File: src/rtl/accel_pkg.sv
// Shared types and helpers for the accelerometer tilt conditioning path.
package accel_pkg;

    localparam int G_W = 10;

    typedef enum logic {
        RUN = 1'b0,
        CAL = 1'b1
    } state_t;

    // Saturate an 11-bit signed difference into the 10-bit signed range.
    function automatic logic signed [G_W-1:0] sat10(input logic signed [G_W:0] v);
        if (v[G_W] != v[G_W-1])
            return v[G_W] ? {1'b1, {(G_W-1){1'b0}}} : {1'b0, {(G_W-1){1'b1}}};
        return v[G_W-1:0];
    endfunction

    // The mover negates via sign-magnitude, which has no +512; pull -512 in by one.
    function automatic logic signed [G_W-1:0] clamp_neg512(input logic signed [G_W-1:0] v);
        if (v == {1'b1, {(G_W-1){1'b0}}})
            return {1'b1, {(G_W-2){1'b0}}, 1'b1};
        return v;
    endfunction

endpackage

File: src/rtl/accel_axis_avg.sv
// One axis: moving-average window, running sum, dead zone and output clamp.
module accel_axis_avg
    import accel_pkg::*;
#(
    parameter int AVG_LOG2 = 3,
    parameter int DEADZONE = 8
) (
    input  logic                  CLK,
    input  logic                  RST,
    input  logic                  push,
    input  logic                  clr,
    input  logic signed [G_W-1:0] corr,
    output logic                  will_fill,
    output logic        [G_W-1:0] g
);

    localparam int N  = 1 << AVG_LOG2;
    localparam int SW = G_W + AVG_LOG2;
    localparam logic [AVG_LOG2:0]       FULL = (AVG_LOG2+1)'(N);
    localparam logic signed [G_W-1:0]   DZ   = G_W'(DEADZONE);

    logic [N-1:0][G_W-1:0]  win;
    logic signed [SW-1:0]   sum, sum_next;
    logic [AVG_LOG2:0]      fill;
    logic signed [G_W-1:0]  avg, dz;

    // Next running sum, floor average (top bits of the sum), dead zone and clamp.
    always_comb begin
        sum_next  = sum + {{AVG_LOG2{corr[G_W-1]}}, corr}
                        - {{AVG_LOG2{win[N-1][G_W-1]}}, win[N-1]};
        avg       = sum_next[SW-1:AVG_LOG2];
        dz        = (avg < DZ && avg > -DZ) ? '0 : clamp_neg512(avg);
        will_fill = push && (fill >= FULL - 1'b1);
    end

    // Window shift, running sum, fill count and held output register.
    always_ff @(posedge CLK or posedge RST) begin
        if (RST) begin
            win  <= '0;
            sum  <= '0;
            fill <= '0;
            g    <= '0;
        end else if (clr) begin
            win  <= '0;
            sum  <= '0;
            fill <= '0;
            g    <= '0;
        end else if (push) begin
            win <= {win[N-2:0], corr};
            sum <= sum_next;
            if (fill != FULL)
                fill <= fill + 1'b1;
            if (will_fill)
                g <= dz;
        end
    end

endmodule

File: src/rtl/accel_tilt_filter.sv
// Tilt conditioner: offset calibration FSM feeding per-axis averaging lanes.
module accel_tilt_filter
    import accel_pkg::*;
#(
    parameter int AVG_LOG2 = 3,
    parameter int CAL_LOG2 = 4,
    parameter int DEADZONE = 8
) (
    input  logic           CLK,
    input  logic           RST,
    input  logic           sample_valid,
    input  logic [G_W-1:0] x_raw,
    input  logic [G_W-1:0] y_raw,
    input  logic           cal_req,
    output logic [G_W-1:0] xAxisG,
    output logic [G_W-1:0] yAxisG,
    output logic           g_valid,
    output logic           cal_busy
);

    localparam int NUM_AXES = 2;
    localparam int AW       = G_W + CAL_LOG2;

    logic [NUM_AXES-1:0][G_W-1:0] raw, corr, g;
    logic [NUM_AXES-1:0]          will_fill;
    state_t                       state, state_next;
    logic [CAL_LOG2-1:0]          cal_cnt;
    logic                         run_push, cal_push, cal_done;

    assign raw      = {y_raw, x_raw};
    assign run_push = sample_valid && (state == RUN);
    assign cal_push = sample_valid && (state == CAL);
    assign cal_done = cal_push && (&cal_cnt);
    assign xAxisG   = g[0];
    assign yAxisG   = g[1];

    for (genvar i = 0; i < NUM_AXES; i++) begin : g_axis
        logic [AW-1:0]  acc, acc_sum;
        logic [G_W-1:0] off;

        assign acc_sum = acc + {{CAL_LOG2{raw[i][G_W-1]}}, raw[i]};
        assign corr[i] = sat10({raw[i][G_W-1], raw[i]} - {off[i*0+G_W-1], off});

        // Calibration accumulator; the offset is the floor mean of the CAL samples.
        always_ff @(posedge CLK or posedge RST) begin
            if (RST) begin
                acc <= '0;
                off <= '0;
            end else if (cal_push) begin
                if (cal_done) begin
                    off <= acc_sum[AW-1:CAL_LOG2];
                    acc <= '0;
                end else begin
                    acc <= acc_sum;
                end
            end
        end

        accel_axis_avg #(.AVG_LOG2(AVG_LOG2), .DEADZONE(DEADZONE)) u_axis (
            .CLK       (CLK),
            .RST       (RST),
            .push      (run_push),
            .clr       (cal_done),
            .corr      (corr[i]),
            .will_fill (will_fill[i]),
            .g         (g[i])
        );
    end

    // State register.
    always_ff @(posedge CLK or posedge RST) begin
        if (RST) state <= RUN;
        else     state <= state_next;
    end

    // Next state: cal_req only honoured in RUN; CAL ends on its last strobe.
    always_comb begin
        state_next = state;
        case (state)
            RUN: if (cal_req)  state_next = CAL;
            CAL: if (cal_done) state_next = RUN;
            default:           state_next = RUN;
        endcase
    end

    // Output strobe, busy flag and calibration strobe counter.
    always_ff @(posedge CLK or posedge RST) begin
        if (RST) begin
            g_valid  <= 1'b0;
            cal_busy <= 1'b0;
            cal_cnt  <= '0;
        end else begin
            g_valid  <= run_push && (&will_fill);
            cal_busy <= (state_next == CAL);
            if (cal_push)
                cal_cnt <= cal_cnt + 1'b1;
        end
    end

endmodule

File: config.mk
export PLATFORM = sky130hd
export DESIGN_NAME = accel_tilt_filter
export DESIGN_NICKNAME = d
export VERILOG_FILES = /design/src/rtl/accel_pkg.sv /design/src/rtl/accel_axis_avg.sv /design/src/rtl/accel_tilt_filter.sv
export SDC_FILE = /design/constraint.sdc
export NUM_CORES = 1
export LEC_CHECK = 0
export BUFFER_PORTS_ARGS = -buffer_cell sky130_fd_sc_hd__buf_4
export CELL_PAD_IN_SITES_DETAIL_PLACEMENT = 0
export CELL_PAD_IN_SITES_GLOBAL_PLACEMENT = 2
export CORE_ASPECT_RATIO = 0.9
export CORE_MARGIN = 4
export CORE_UTILIZATION = 36
export CTS_CLUSTER_SIZE = 28
export DETAILED_ROUTE_END_ITERATION = 10
export GPL_TIMING_DRIVEN = 0
export PLACE_DENSITY = 0.87
export SLEW_MARGIN = 30
export SYNTH_ARGS = -nofsm -noshare
export SYNTH_HDL_FRONTEND = slang
export SYNTH_SLANG_ARGS = --single-unit
File: constraint.sdc
create_clock -name CLK -period 8.6 [get_ports CLK]
set_input_delay 1.72 -clock CLK [delete_from_list [all_inputs] [get_ports CLK]]
set_output_delay 1.72 -clock CLK [all_outputs]
set_load 0.1 [all_outputs]
==> impl_metrics.toml <==
[synthesis]
ys_warn_count = 0
synth_nets = 1754
async_flop_share_pct = 100
syn_avg_cell_area_um2 = 8.97
synth_ff_type = "dfrtp_1"
synth_area_um2 = 14500
ys_ff_latch = 268
netlist_instances = 1621
ys_types = 62
yosysSeqAreaShare_pct = 46.1
synth_edf_count = 0

[clocking]
clock_sinks = 268
clkTransAtPathRegs_ps = 60
insertion_delay_ps = 590
cts_made_buffers = 30
cts.repair.resized = 0
cts-root-buf = "clkbuf_16"
cts.path.max_buffers = 3
cts_tree = "built"
cts_setup_buffers = 0
htreeDepth = 1
cts_hold_buffers = 0

[hold_path]
hold_path.class = "reg -> reg"

[finish]
final_common_cell = "nand2_1"
area_growth_pct = 15.6
antenna_cells = 0
drive_gt1_share_pct = 7.22
mostFrequentLayoutCells = "376 x nand2_1, 268 x dfrtp_1, 234 x o21ai_0, 112 x inv_1"
nNetsFinal = 1842

[floorplan]
pin_count = 46
die_w_um = 220
coreArea_um2 = 39700
start_util_pct = 36.6
fp-row-count = 69
dieHeight_um = 199
die_area_um2 = 43700

[timing]
fin_crit_ps = 7730
hold_viol = 0
rsz0062_at_grt = "no"
skew_ps = 32.1
max_slew_margin_pct = 29.9
setup_viol = 0
tightest_slew_ps = 1050
slew_violations = 0
fmax_mhz = 129
tns_ps = 0
fin_crit_sh_pct = 89.9

[drt]
drc = 0
dr_total_vias = 11500
vias_per_cell = 5.09
first_pass_iters = 5
drt_iter0_drc = 785
wl_per_cell_um = 17.1
ant_nets = 0
wl_um = 38800

[setup_path]
critPathSlowestCell = "fa_1"
cp-end-kind = "register"
path_buf_inv = 3
cp-start-kind = "input pin"
crit_fanout = 9
critPathMaxStageDelay_ps = 560
cpLargestDelayFamily = "compound AO/OA/AOI/OAI gates"
crit_type = "in -> reg"
worstPathRequired_ps = 9070
arrival_ps = 8210

[global_route]
grt_pass1_wl_um = 63600
grt_pass1_vias = 11600
grt_max_degree = 30
grt_usage_pct = 18.1
overflow = 0
antenna_found_initial = 1

[placed_design]
gp_congestion = 0.834
portBuffers = 45
hpwl_um = 29300

[flow_run]
drv_cap = 0

[status]
status = "complete, no violations"
worst paths after layout:
check / startpoint / end / slack [ps] / depth (start not counted)
max reg2reg: g_axis[1].off[1] / g_axis[1].u_axis.g[2] / 1680 / 26
min reg2reg: g_axis[0].u_axis.win[24] / g_axis[0].u_axis.win[34] / 470 / 2
min: g_axis[0].u_axis.win[24] / g_axis[0].u_axis.win[34] / 470 / 2
max: y_raw[1] / g_axis[1].u_axis.g[2] / 870 / 26
max in group asynchronous: RST / g_axis[1].u_axis.win[28] / 6420 / 6
min in group asynchronous: RST / g_axis[1].u_axis.g[1] / 1140 / 2
logic make-up (layout without fill, tap and decap cells):
group,after synthesis,after routing,share of synthesized area (%)
flip-flops,268,268,46.1
XOR/XNOR,68,68,4.10
AO/OA/AOI/OAI,420,420,17.4
buffers and inverters,191,302,4.95
multiplexers,6,6,0.439
AND/OR/NAND/NOR,559,559,16.1
adder cells (fa/ha/maj),109,109,10.8
tightest hold or removal path: stages (launching register included):
cell and delay [ps]:
dfrtp_1 340, nand2_1 50, o21ai_0 60
cell usage after synthesis, types with 3 or more instances:
cell type  count  area, µm²
a31oi_1        5       31.3
xor2_1        15        131
nor2b_1       13       81.3
nor3_1        32        160
ha_1          81       1010
clkbuf_1      72        270
nor2_1        64        240
a211oi_1       6       45.0
inv_1        113        424
mux2i_1        3       30.0
a21boi_0       4       30.0
mux2_2         3       33.8
nand2b_1      12       75.1
o21ai_0      234       1170
nand4_1        7       43.8
a21o_1        14        105
nand2_1      376       1410
a32o_1         5       50.1
xnor2_1       53        464
and3_1         6       37.5
o21a_1         7       52.6
fa_1          28        561
or3_1          6       37.5
a22o_1        25        219
buf_1          4       15.0
dfrtp_1      268       6710
o31ai_1       27        203
nand3_1       30        150
a211o_1        5       43.8
a21oi_1       50        250
o21bai_1       6       45.0
o211ai_1       6       45.0
a31o_2         3       26.3
layer usage:
layer,wire length (µm),GRT usage [%],vias up
li1,-,-,5656
met1,19900,27.6,5633
met2,16800,27.5,186
met3,1410,2.64,47
met4,761,3.67,0
met5,0,0,-
stage by stage:
| stage | cells | util [%] | hold slack (ps) | cell area [µm²] | setup slack [ps] |
|---|---|---|---|---|---|
| floorplan | 1621 | - | 448 | 14500 | 1350 |
| global placement | 2198 | 39.1 | 460 | 15500 | 386 |
| detailed placement | 2209 | 39.8 | 470 | 15800 | 362 |
| CTS | 2264 | 42.3 | 464 | 16800 | 941 |
| global route | 2264 | 42.3 | 502 | 16800 | 366 |
| finish | 2264 | 42.3 | 465 | 16800 | 867 |
state kept, by name, indices dropped and copies added, names as in the netlist:
signal and count:
g_axis.u_axis.fill 8, g_axis.u_axis.sum 26, g_valid 1, g_axis.acc 28, g_axis.u_axis.win 160, g_axis.off 20
cal_cnt 4, g_axis.u_axis.g 20, cal_busy 1
cell type report:
cell class                 count  area, µm²
tap                          532        666
buffer                        78        295
inverter                     113        428
sequential                   268       6710
clock inverter                12        174
fill                        3976      22900
timing repair buffer          56        588
multi-input combinational   1162       7110
clock buffer                  43        840
Power is left out: the tool's default activity adds up to more than one toggle a clock period on the data nets, which glitch-free logic cannot reach.
